**src/rtl/mem_arb_pkg.sv**
```systemverilog
// Shared types and default sizing for the fetch/load-store memory arbiter.
package mem_arb_pkg;

  localparam int DEF_ADDR_W    = 5;
  localparam int DEF_DATA_W    = 32;
  localparam int DEF_DPRIO_MAX = 3;

  typedef enum logic [1:0] {
    RSEL_NONE,
    RSEL_I,
    RSEL_D
  } rsel_t;

endpackage

```
**src/rtl/mem_arbiter_if.sv**
```systemverilog
// Bundle of the fetch port, load/store port and memory port of the arbiter.
interface mem_arbiter_if
  import mem_arb_pkg::*;
#(
  parameter int ADDR_W = DEF_ADDR_W,
  parameter int DATA_W = DEF_DATA_W
);

  logic                  i_req;
  logic [31:0]           i_addr;
  logic                  i_gnt;
  logic                  i_rvalid;
  logic [DATA_W-1:0]     i_rdata;

  logic                  d_req;
  logic [DATA_W/8-1:0]   d_we;
  logic [31:0]           d_addr;
  logic [DATA_W-1:0]     d_wdata;
  logic                  d_gnt;
  logic                  d_rvalid;
  logic [DATA_W-1:0]     d_rdata;

  logic                  mem_en;
  logic [DATA_W/8-1:0]   mem_we;
  logic [ADDR_W-1:0]     mem_addr;
  logic [DATA_W-1:0]     mem_wdata;
  logic [DATA_W-1:0]     mem_rdata;

  modport slave (
    input  i_req, i_addr, d_req, d_we, d_addr, d_wdata, mem_rdata,
    output i_gnt, i_rvalid, i_rdata, d_gnt, d_rvalid, d_rdata,
           mem_en, mem_we, mem_addr, mem_wdata
  );

  modport master (
    output i_req, i_addr, d_req, d_we, d_addr, d_wdata, mem_rdata,
    input  i_gnt, i_rvalid, i_rdata, d_gnt, d_rvalid, d_rdata,
           mem_en, mem_we, mem_addr, mem_wdata
  );

endinterface

```
**src/rtl/mem_arbiter_starve_ctr.sv**
```systemverilog
// Counts consecutive data wins while fetch is waiting; at_max hands the next
// contested cycle to fetch.
module starve_ctr #(
  parameter int DPRIO_MAX = 3
) (
  input  logic clk,
  input  logic reset,
  input  logic i_wait,
  input  logic d_win,
  output logic at_max
);

  localparam int CW = $clog2(DPRIO_MAX + 1);

  logic [CW-1:0] cnt_q, cnt_d;

  always_comb begin
    cnt_d = cnt_q;
    if (!i_wait) begin
      cnt_d = '0;
    end else if (d_win) begin
      cnt_d = cnt_q + CW'(1);
    end
  end

  always_ff @(posedge clk) begin
    if (reset) begin
      cnt_q <= '0;
    end else begin
      cnt_q <= cnt_d;
    end
  end

  assign at_max = (cnt_q == CW'(DPRIO_MAX));

endmodule

```
**src/rtl/mem_arbiter.sv**
```systemverilog
// Two-requester arbiter (fetch / load-store) in front of a 1-cycle-latency
// single-port word memory; load/store has priority, bounded by starve_ctr.
module mem_arbiter
  import mem_arb_pkg::*;
#(
  parameter int ADDR_W    = DEF_ADDR_W,
  parameter int DATA_W    = DEF_DATA_W,
  parameter int DPRIO_MAX = DEF_DPRIO_MAX
) (
  input logic          clk,
  input logic          reset,
  mem_arbiter_if.slave bus
);

  rsel_t             rsel_q, rsel_d;
  logic              at_max;
  logic              i_gnt, d_gnt, i_wait;
  logic              i_rv, d_rv;
  logic [ADDR_W-1:0] i_word, d_word;
  logic              unused_addr_bits;

  assign i_word = bus.i_addr[ADDR_W+1:2];
  assign d_word = bus.d_addr[ADDR_W+1:2];
  assign unused_addr_bits = ^{bus.i_addr[31:ADDR_W+2], bus.i_addr[1:0],
                              bus.d_addr[31:ADDR_W+2], bus.d_addr[1:0]};

  always_comb begin
    i_gnt = 1'b0;
    d_gnt = 1'b0;
    if (!reset) begin
      if (bus.i_req && bus.d_req) begin
        i_gnt = at_max;
        d_gnt = !at_max;
      end else begin
        i_gnt = bus.i_req;
        d_gnt = bus.d_req;
      end
    end
  end

  assign i_wait = bus.i_req && !i_gnt;

  starve_ctr #(.DPRIO_MAX(DPRIO_MAX)) u_starve (
    .clk    (clk),
    .reset  (reset),
    .i_wait (i_wait),
    .d_win  (d_gnt),
    .at_max (at_max)
  );

  always_comb begin
    bus.mem_en    = 1'b0;
    bus.mem_we    = '0;
    bus.mem_addr  = '0;
    bus.mem_wdata = '0;
    if (i_gnt) begin
      bus.mem_en   = 1'b1;
      bus.mem_addr = i_word;
    end else if (d_gnt) begin
      bus.mem_en    = 1'b1;
      bus.mem_we    = bus.d_we;
      bus.mem_addr  = d_word;
      bus.mem_wdata = bus.d_wdata;
    end
  end

  always_comb begin
    rsel_d = RSEL_NONE;
    if (i_gnt) begin
      rsel_d = RSEL_I;
    end else if (d_gnt && (bus.d_we == '0)) begin
      rsel_d = RSEL_D;
    end
  end

  always_ff @(posedge clk) begin
    if (reset) begin
      rsel_q <= RSEL_NONE;
    end else begin
      rsel_q <= rsel_d;
    end
  end

  // Gating with reset drops a response whose grant preceded the reset cycle.
  assign i_rv = !reset && (rsel_q == RSEL_I);
  assign d_rv = !reset && (rsel_q == RSEL_D);

  assign bus.i_gnt    = i_gnt;
  assign bus.d_gnt    = d_gnt;
  assign bus.i_rvalid = i_rv;
  assign bus.d_rvalid = d_rv;
  assign bus.i_rdata  = i_rv ? bus.mem_rdata : {DATA_W{1'b0}};
  assign bus.d_rdata  = d_rv ? bus.mem_rdata : {DATA_W{1'b0}};

endmodule

```
**src/flat_wrapper.sv**
```systemverilog
// flat-port wrapper written by rule: the top's interface ports become plain ports
module mem_arbiter_flat import mem_arb_pkg::*;
#(
  parameter int ADDR_W    = DEF_ADDR_W,
  parameter int DATA_W    = DEF_DATA_W,
  parameter int DPRIO_MAX = DEF_DPRIO_MAX
)
  (clk, reset, bus_i_req, bus_i_addr, bus_d_req, bus_d_we, bus_d_addr, bus_d_wdata, bus_mem_rdata, bus_i_gnt, bus_i_rvalid, bus_i_rdata, bus_d_gnt, bus_d_rvalid, bus_d_rdata, bus_mem_en, bus_mem_we, bus_mem_addr, bus_mem_wdata);
  mem_arbiter_if #(.ADDR_W(ADDR_W), .DATA_W(DATA_W)) bus_i ();
  input logic clk;
  input logic reset;
  input wire logic [$bits(bus_i.i_req)-1:0] bus_i_req;
  input wire logic [$bits(bus_i.i_addr)-1:0] bus_i_addr;
  input wire logic [$bits(bus_i.d_req)-1:0] bus_d_req;
  input wire logic [$bits(bus_i.d_we)-1:0] bus_d_we;
  input wire logic [$bits(bus_i.d_addr)-1:0] bus_d_addr;
  input wire logic [$bits(bus_i.d_wdata)-1:0] bus_d_wdata;
  input wire logic [$bits(bus_i.mem_rdata)-1:0] bus_mem_rdata;
  output wire logic [$bits(bus_i.i_gnt)-1:0] bus_i_gnt;
  output wire logic [$bits(bus_i.i_rvalid)-1:0] bus_i_rvalid;
  output wire logic [$bits(bus_i.i_rdata)-1:0] bus_i_rdata;
  output wire logic [$bits(bus_i.d_gnt)-1:0] bus_d_gnt;
  output wire logic [$bits(bus_i.d_rvalid)-1:0] bus_d_rvalid;
  output wire logic [$bits(bus_i.d_rdata)-1:0] bus_d_rdata;
  output wire logic [$bits(bus_i.mem_en)-1:0] bus_mem_en;
  output wire logic [$bits(bus_i.mem_we)-1:0] bus_mem_we;
  output wire logic [$bits(bus_i.mem_addr)-1:0] bus_mem_addr;
  output wire logic [$bits(bus_i.mem_wdata)-1:0] bus_mem_wdata;
  assign bus_i.i_req = bus_i_req;
  assign bus_i.i_addr = bus_i_addr;
  assign bus_i.d_req = bus_d_req;
  assign bus_i.d_we = bus_d_we;
  assign bus_i.d_addr = bus_d_addr;
  assign bus_i.d_wdata = bus_d_wdata;
  assign bus_i.mem_rdata = bus_mem_rdata;
  assign bus_i_gnt = bus_i.i_gnt;
  assign bus_i_rvalid = bus_i.i_rvalid;
  assign bus_i_rdata = bus_i.i_rdata;
  assign bus_d_gnt = bus_i.d_gnt;
  assign bus_d_rvalid = bus_i.d_rvalid;
  assign bus_d_rdata = bus_i.d_rdata;
  assign bus_mem_en = bus_i.mem_en;
  assign bus_mem_we = bus_i.mem_we;
  assign bus_mem_addr = bus_i.mem_addr;
  assign bus_mem_wdata = bus_i.mem_wdata;
  mem_arbiter #(.ADDR_W(ADDR_W), .DATA_W(DATA_W), .DPRIO_MAX(DPRIO_MAX)) u_core (.clk(clk), .reset(reset), .bus(bus_i));
endmodule
```
**config.mk**
```make
export PLATFORM = sky130hd
export DESIGN_NAME = mem_arbiter_flat
export DESIGN_NICKNAME = d
export VERILOG_FILES = /design/src/rtl/mem_arb_pkg.sv /design/src/rtl/mem_arbiter_if.sv /design/src/rtl/mem_arbiter_starve_ctr.sv /design/src/rtl/mem_arbiter.sv /design/src/flat_wrapper.sv
export SDC_FILE = /design/constraint.sdc
export NUM_CORES = 1
export LEC_CHECK = 0
export CORE_AREA = 4 4 93 95
export DETAILED_ROUTE_END_ITERATION = 16
export DIE_AREA = 0 0 97 99
export PLACE_DENSITY_LB_ADDON = 0.3
export SETUP_SLACK_MARGIN = 0.1
export SYNTH_ARGS = -nofsm -noshare
export SYNTH_HDL_FRONTEND = slang
export SYNTH_SLANG_ARGS = --single-unit
```
**constraint.sdc**
```tcl
create_clock -name clk -period 2.55 [get_ports clk]
set_input_delay 0.3825 -clock clk [delete_from_list [all_inputs] [get_ports clk]]
set_output_delay 0.3825 -clock clk [all_outputs]
set_load 0.05 [all_outputs]
```
==> impl_metrics.tcl, run 1 <==
set metrics [dict create \
    hold_class "flip-flop to flip-flop" \
    setup_ws_ns 0.122 \
    pre_cts_slack_ns 0.117 \
    place_area_sq_mm 0.00412 \
    synth-simple-area-share_pct 73.7 \
    synth-edff-count 0 \
    cp-end-kind "output port" \
    clock_latency_ns 0.21 \
    hold_buffers 0 \
    drive_above_1_share_pct 37.8 \
    fin_nets 479 \
    die_x_um 97 \
    routabilityCongestion 0.749 \
    yosys.area.top_type_share_pct 37.2 \
    dr.pass1.iters 3 \
    cts_max_path_buffers 2 \
    synth_xor_area_share_pct 0.801 \
    hold_viol 0 \
    drv_slew 0 \
    muxShareOfSynthArea_pct 0.915 \
    synth_compound_area_share_pct 5.26 \
    grt_util_all_layers_pct 13.1 \
    skew_ns 0.000839 \
    status "complete, no violations" \
    root_buffer "clkbuf_8" \
    synth_top_area_cell "and2_1" \
    die-area_sq_mm 0.00960 \
    n_antenna_cell 0 \
    synthAdderAreaFrac_pct 2.29 \
    syn_inst 156 \
    num_vias 1785 \
    path_clk_slew_ns 0.03 \
    rsz0062_at_grt "yes" \
    synthArstFlopShare_pct 0 \
    route.detailed.drc 0 \
    max_slew_margin_pct 70.2 \
    min_period_ns 2.43 \
    ant_nets 0 \
    criticalPathCategory "input pin to output port" \
    fin_area_sq_mm 0.00419 \
    drv_cap 0 \
    grt_start_max_net_pins 42 \
    cts_tree "yes" \
    synth_top_flop_cell "dfxtp_1" \
    drtIter0Drc 57 \
    routed_wl_um 6810 \
    ir_drop_uv 122 \
    die_h_um 99 \
    final-setup-viol-count 0 \
    rows 32 \
    io_pins 246 \
    dp_hpwl_um 5840 \
    ys_top_cells_by_count "and2_1, nor3b_1, buf_2, clkbuf_1" \
    required_ns 2.17 \
    finalCritPeriodShare_pct 95.2 \
    cts_setup_buffers 0 \
    fmaxAchievable_mhz 412 \
    area_delta_synth_final_pct 283 \
    grt_pass1_vias 1853 \
    seq_area_frac_synth_pct 7.32 \
    io_buffers 191 \
    yosysUniqueCellTypes 23 \
    start_kind "input pin" \
    p_leak_uw 0.00165 \
    grt_first_pass_wirelength_um 10300 \
    antenna_found_initial 0 \
    clock_sinks 4 \
    synth.avg_cell_area_sq_um 7.01 \
    num-fill-cells 661 \
    yosys_warnings 0 \
    syn_nets 294 \
    synth_most_common_cell "and2_1" \
    initial_core_util_pct 14.2 \
    multi_input_area_sq_um 932 \
    timing.hold.ws_ns 0.606 \
    p_per_area_mw_per_mm2 168 \
    synth_top_family_by_area "simple AND/OR/NAND/NOR gates" \
    worst_ep_arrival_time_ns 2.05 \
    ys_top_cells_by_area "and2_1, nor3b_1, dfxtp_1, buf_2, o32ai_1" \
    cts_max_level 1 \
    cp_max_fo 41 \
    overflow 0 \
    yosys_register_bits 4 \
    cts_buffers 3 \
    seq_area_sq_um 80.1 \
    synth_area_sq_mm 0.00109 \
    vias_per_cell 4.05 \
    wire_per_inst_um 15.4 \
    max_slew.worst_pin.slew_ns 0.447 \
    core_sq_mm 0.00773 \
]
## registers in the layout (all words and copies together) (netlist names)
signal	cells
u_core.rsel_q	2
u_core.u_starve.cnt_q	2
## layout make-up
class,count,share of cell area (%)
tap,102,3.05
sequential,4,1.91
inverter,5,0.448
multi-input combinational,129,22.2
timing repair buffer,198,71.4
clock buffer,3,0.985
## report_power, final
group	total, uW	switching (uW)	internal (uW)
logic	507	236	271
registers	66.2	1.43	64.7
clock network	130	29.9	100
total	704	268	436
## routing by layer
metal / part of all wire [%] / routed length [um] / up-vias / global-route usage [%]
met3: 8.4 / 569 / 8 / 4.60
met1: 36 / 2420 / 796 / 14.4
li1: - / - / 887 / -
met5: 0 / 0 / - / 0
met4: 1.3 / 90 / 0 / 2.81
met2: 55 / 3730 / 94 / 24.5
## cell families after synthesis
kind of cell | after synthesis
buf+inv | 23
xor+xnor | 1
fa+ha+maj | 2
simple gates | 118
mux | 1
flops | 4
compound gates | 7
## what timing repair did
action / CTS / global route
gates resized for setup: 0 / 5
hold endpoints to repair: 0 / 0
setup endpoints to repair: 0 / 36
## path summary, 6_finish.rpt
| path | from | end | slack [ns] | depth (start not counted) |
|---|---|---|---|---|
| max | reset | bus_mem_wdata[2] | 0.12 | 5 |
| min | u_core.u_starve.cnt_q[1]$_SDFFE_PP0P_ | u_core.u_starve.cnt_q[1]$_SDFFE_PP0P_ | 0.61 | 2 |
| max reg2reg | u_core.u_starve.cnt_q[0]$_SDFFE_PP0P_ | u_core.rsel_q[1]$_SDFF_PP0_ | 1.19 | 4 |
| min reg2reg | u_core.u_starve.cnt_q[1]$_SDFFE_PP0P_ | u_core.u_starve.cnt_q[1]$_SDFFE_PP0P_ | 0.61 | 2 |
## per-stage QoR
stage | util (%) | power [uW] | TNS (ns) | std cells
5_1_grt | 54.2 | 736 | 0 | 441
6_report | 54.2 | 704 | 0 | 441
2_1_floorplan | - | 271 | -1.60 | 156
3_5_place_dp | 53.4 | 576 | 0 | 438
3_3_place_gp | 53.4 | 570 | 0 | 438
4_1_cts | 53.9 | 712 | 0 | 441
## worst max-delay path: stages
cell and delay [ns]:
clkdlybuf4s50_1 0.56, nand2b_1 0.21, buf_4 0.27, nor3b_1 0.41, buf_12 0.19
## placed cells by master (no fill, tap or decap)
| master | n |
|---|---|
| xor2_1 | 1 |
| and2_1 | 65 |
| nand3b_1 | 5 |
| clkbuf_8 | 3 |
| clkdlybuf4s50_1 | 81 |
| ha_1 | 2 |
| buf_4 | 13 |
| nor3b_1 | 31 |
| nor2_1 | 3 |
| mux2i_1 | 1 |
| nor4b_2 | 1 |
| o21a_1 | 1 |
| nor4b_1 | 1 |
| o22ai_1 | 1 |
| inv_1 | 5 |
| nand2b_1 | 2 |
| nor2b_1 | 1 |
| nor3_1 | 1 |
| nor3b_2 | 7 |
| or4_1 | 1 |
| buf_12 | 104 |
| dfxtp_1 | 4 |
| o32ai_1 | 5 |
(Power assumes the default switching activity.)
==> inputs of run 2 (changes only) <==
--- a/constraint.sdc
+++ b/constraint.sdc
@@ -3,2 +3,2 @@
 set_output_delay 0.3825 -clock clk [all_outputs]
-set_load 0.05 [all_outputs]
+set_load 0.01 [all_outputs]
==> impl_metrics.tcl, run 2 (synthesis gave the netlist of run 1 again) <==
set metrics [dict create \
    status "complete, no violations" \
    final_common_cell "clkdlybuf4s50_1" \
    io_pins 246 \
    wire_per_inst_um 13.5 \
    core_sq_mm 0.00773 \
    dr.pass1.iters 3 \
    area_delta_synth_final_pct 193 \
    biggestRegsByFlops "u_core.rsel_q: 2 flops, u_core.u_starve.cnt_q: 2 flops" \
    num_vias 1769 \
    drv_cap 0 \
    cts_max_level 1 \
    final_cell_mix "clkdlybuf4s50_1, and2_1, nor3b_1, dlygate4sd2_1, dlymetal6s2s_1" \
    grt_pass1_vias 1752 \
    root_buffer "clkbuf_8" \
    drtIter0Drc 32 \
    hold_viol 0 \
    skew_ns 0.00122 \
    routed_wl_um 6000 \
    clock_sinks 4 \
    n_antenna_cell 0 \
    utilization_pct 41.5 \
    fin_nets 482 \
    die-area_sq_mm 0.00960 \
    p_leak_uw 0.00145 \
    ant_nets 0 \
    io_buffers 191 \
    worst_ep_arrival_time_ns 1.99 \
    ir_drop_uv 134 \
    setup_ws_ns 0.174 \
    die_x_um 97 \
    total_power_uw 485 \
    finalNonFillerCells 444 \
    clock_latency_ns 0.21 \
    reg2reg_from "u_core.u_starve.cnt_q[0]$_SDFFE_PP0P_" \
    p_per_area_mw_per_mm2 151 \
    max_slew.worst_pin.slew_ns 0.278 \
    min_from "u_core.u_starve.cnt_q[0]$_SDFFE_PP0P_" \
    cts_tree "yes" \
    grt_first_pass_wirelength_um 8600 \
    fmaxAchievable_mhz 421 \
    place_inst 441 \
    dp_hpwl_um 5090 \
    drv_slew 0 \
    initial_core_util_pct 14.2 \
    grt_util_all_layers_pct 10.7 \
    grt_start_max_net_pins 42 \
    drive_above_1_share_pct 5.26 \
    start_kind "input pin" \
    min_period_ns 2.38 \
    cp_max_fo 40 \
    path_clk_slew_ns 0.03 \
    cts_buffers 3 \
    finalCritPeriodShare_pct 93.2 \
    criticalPathCategory "input pin to output port" \
    routabilityCongestion 0.721 \
    route.detailed.drc 0 \
    die_h_um 99 \
    pre_cts_slack_ns -0.00500 \
    rows 32 \
    cts_max_path_buffers 2 \
    antenna_found_initial 0 \
    vias_per_cell 3.98 \
    max_slew_margin_pct 81.4 \
    required_ns 2.17 \
    setup.worst_path.start "bus_i_req" \
    rsz0062_at_grt "no" \
    cp-end-kind "output port" \
    overflow 0 \
    final-setup-viol-count 0 \
    hold_class "flip-flop to flip-flop" \
]
## run 2: cell count changes in the layout (fill, tap and decap cells not counted), sizes merged
cell / before / now
buf: 117 / 10
clkdlybuf4s50: 81 / 151
dlygate4sd2: 0 / 29
dlymetal6s2s: 0 / 11
## run 2: cell type report
class / count / area, sq um
Multi-Input combinational cell: 129 / 911
Inverter: 5 / 18.8
Clock buffer: 3 / 41.3
Sequential cell: 4 / 80.1
Tap cell: 102 / 128
Timing Repair Buffer: 201 / 2030
Fill cell: 781 / 4520
## run 2: repair_timing
action | CTS | global route
setup buffers | 0 | 0
hold buffers | 0 | 0
setup endpoints to repair | 107 | 13
resized for setup | 30 | 12
## run 2: metrics by stage
step / cell area (sq um) / hold WS [ns] / TNS [ns]
floorplan: 1090 / 0.540 / 0
global placement: 3170 / 0.575 / 0
detailed placement: 3170 / 0.596 / -0.00500
CTS: 3180 / 0.600 / 0
global route: 3210 / 0.647 / 0
finish: 3210 / 0.591 / 0
## run 2: report_power, final
group | internal (uW) | switching, uW | leakage, uW
Sequential | 64.7 | 1.28 | 0.0000326
Clock | 100 | 30.6 | 0.0000216
Combinational | 197 | 91.3 | 0.00139
Total | 362 | 123 | 0.00145
## run 2: worst paths after layout
check                           slack, ns                               endpoint  depth (start not counted)
worst min-delay path                 0.59  u_core.u_starve.cnt_q[0]$_SDFFE_PP0P_                          2
worst max-delay path                 0.17                        bus_mem_addr[4]                          5
worst min register to register       0.59  u_core.u_starve.cnt_q[0]$_SDFFE_PP0P_                          2
worst max register to register       1.21            u_core.rsel_q[1]$_SDFF_PP0_                          4
## run 2: routing by layer
metal / track usage [%] / share of wire, % / vias to the layer above
li1: - / - / 895
met1: 11.4 / 38 / 792
met2: 20.9 / 53 / 82
met3: 3.96 / 8.8 / 0
met4: 0.648 / 0 / 0
met5: 0 / 0 / -
## run 2: worst max-delay path, cell delays in order
cell	delay, ns
clkdlybuf4s50_1	0.56
o21a_2	0.23
buf_12	0.20
o32ai_1	0.11
clkdlybuf4s50_1	0.50
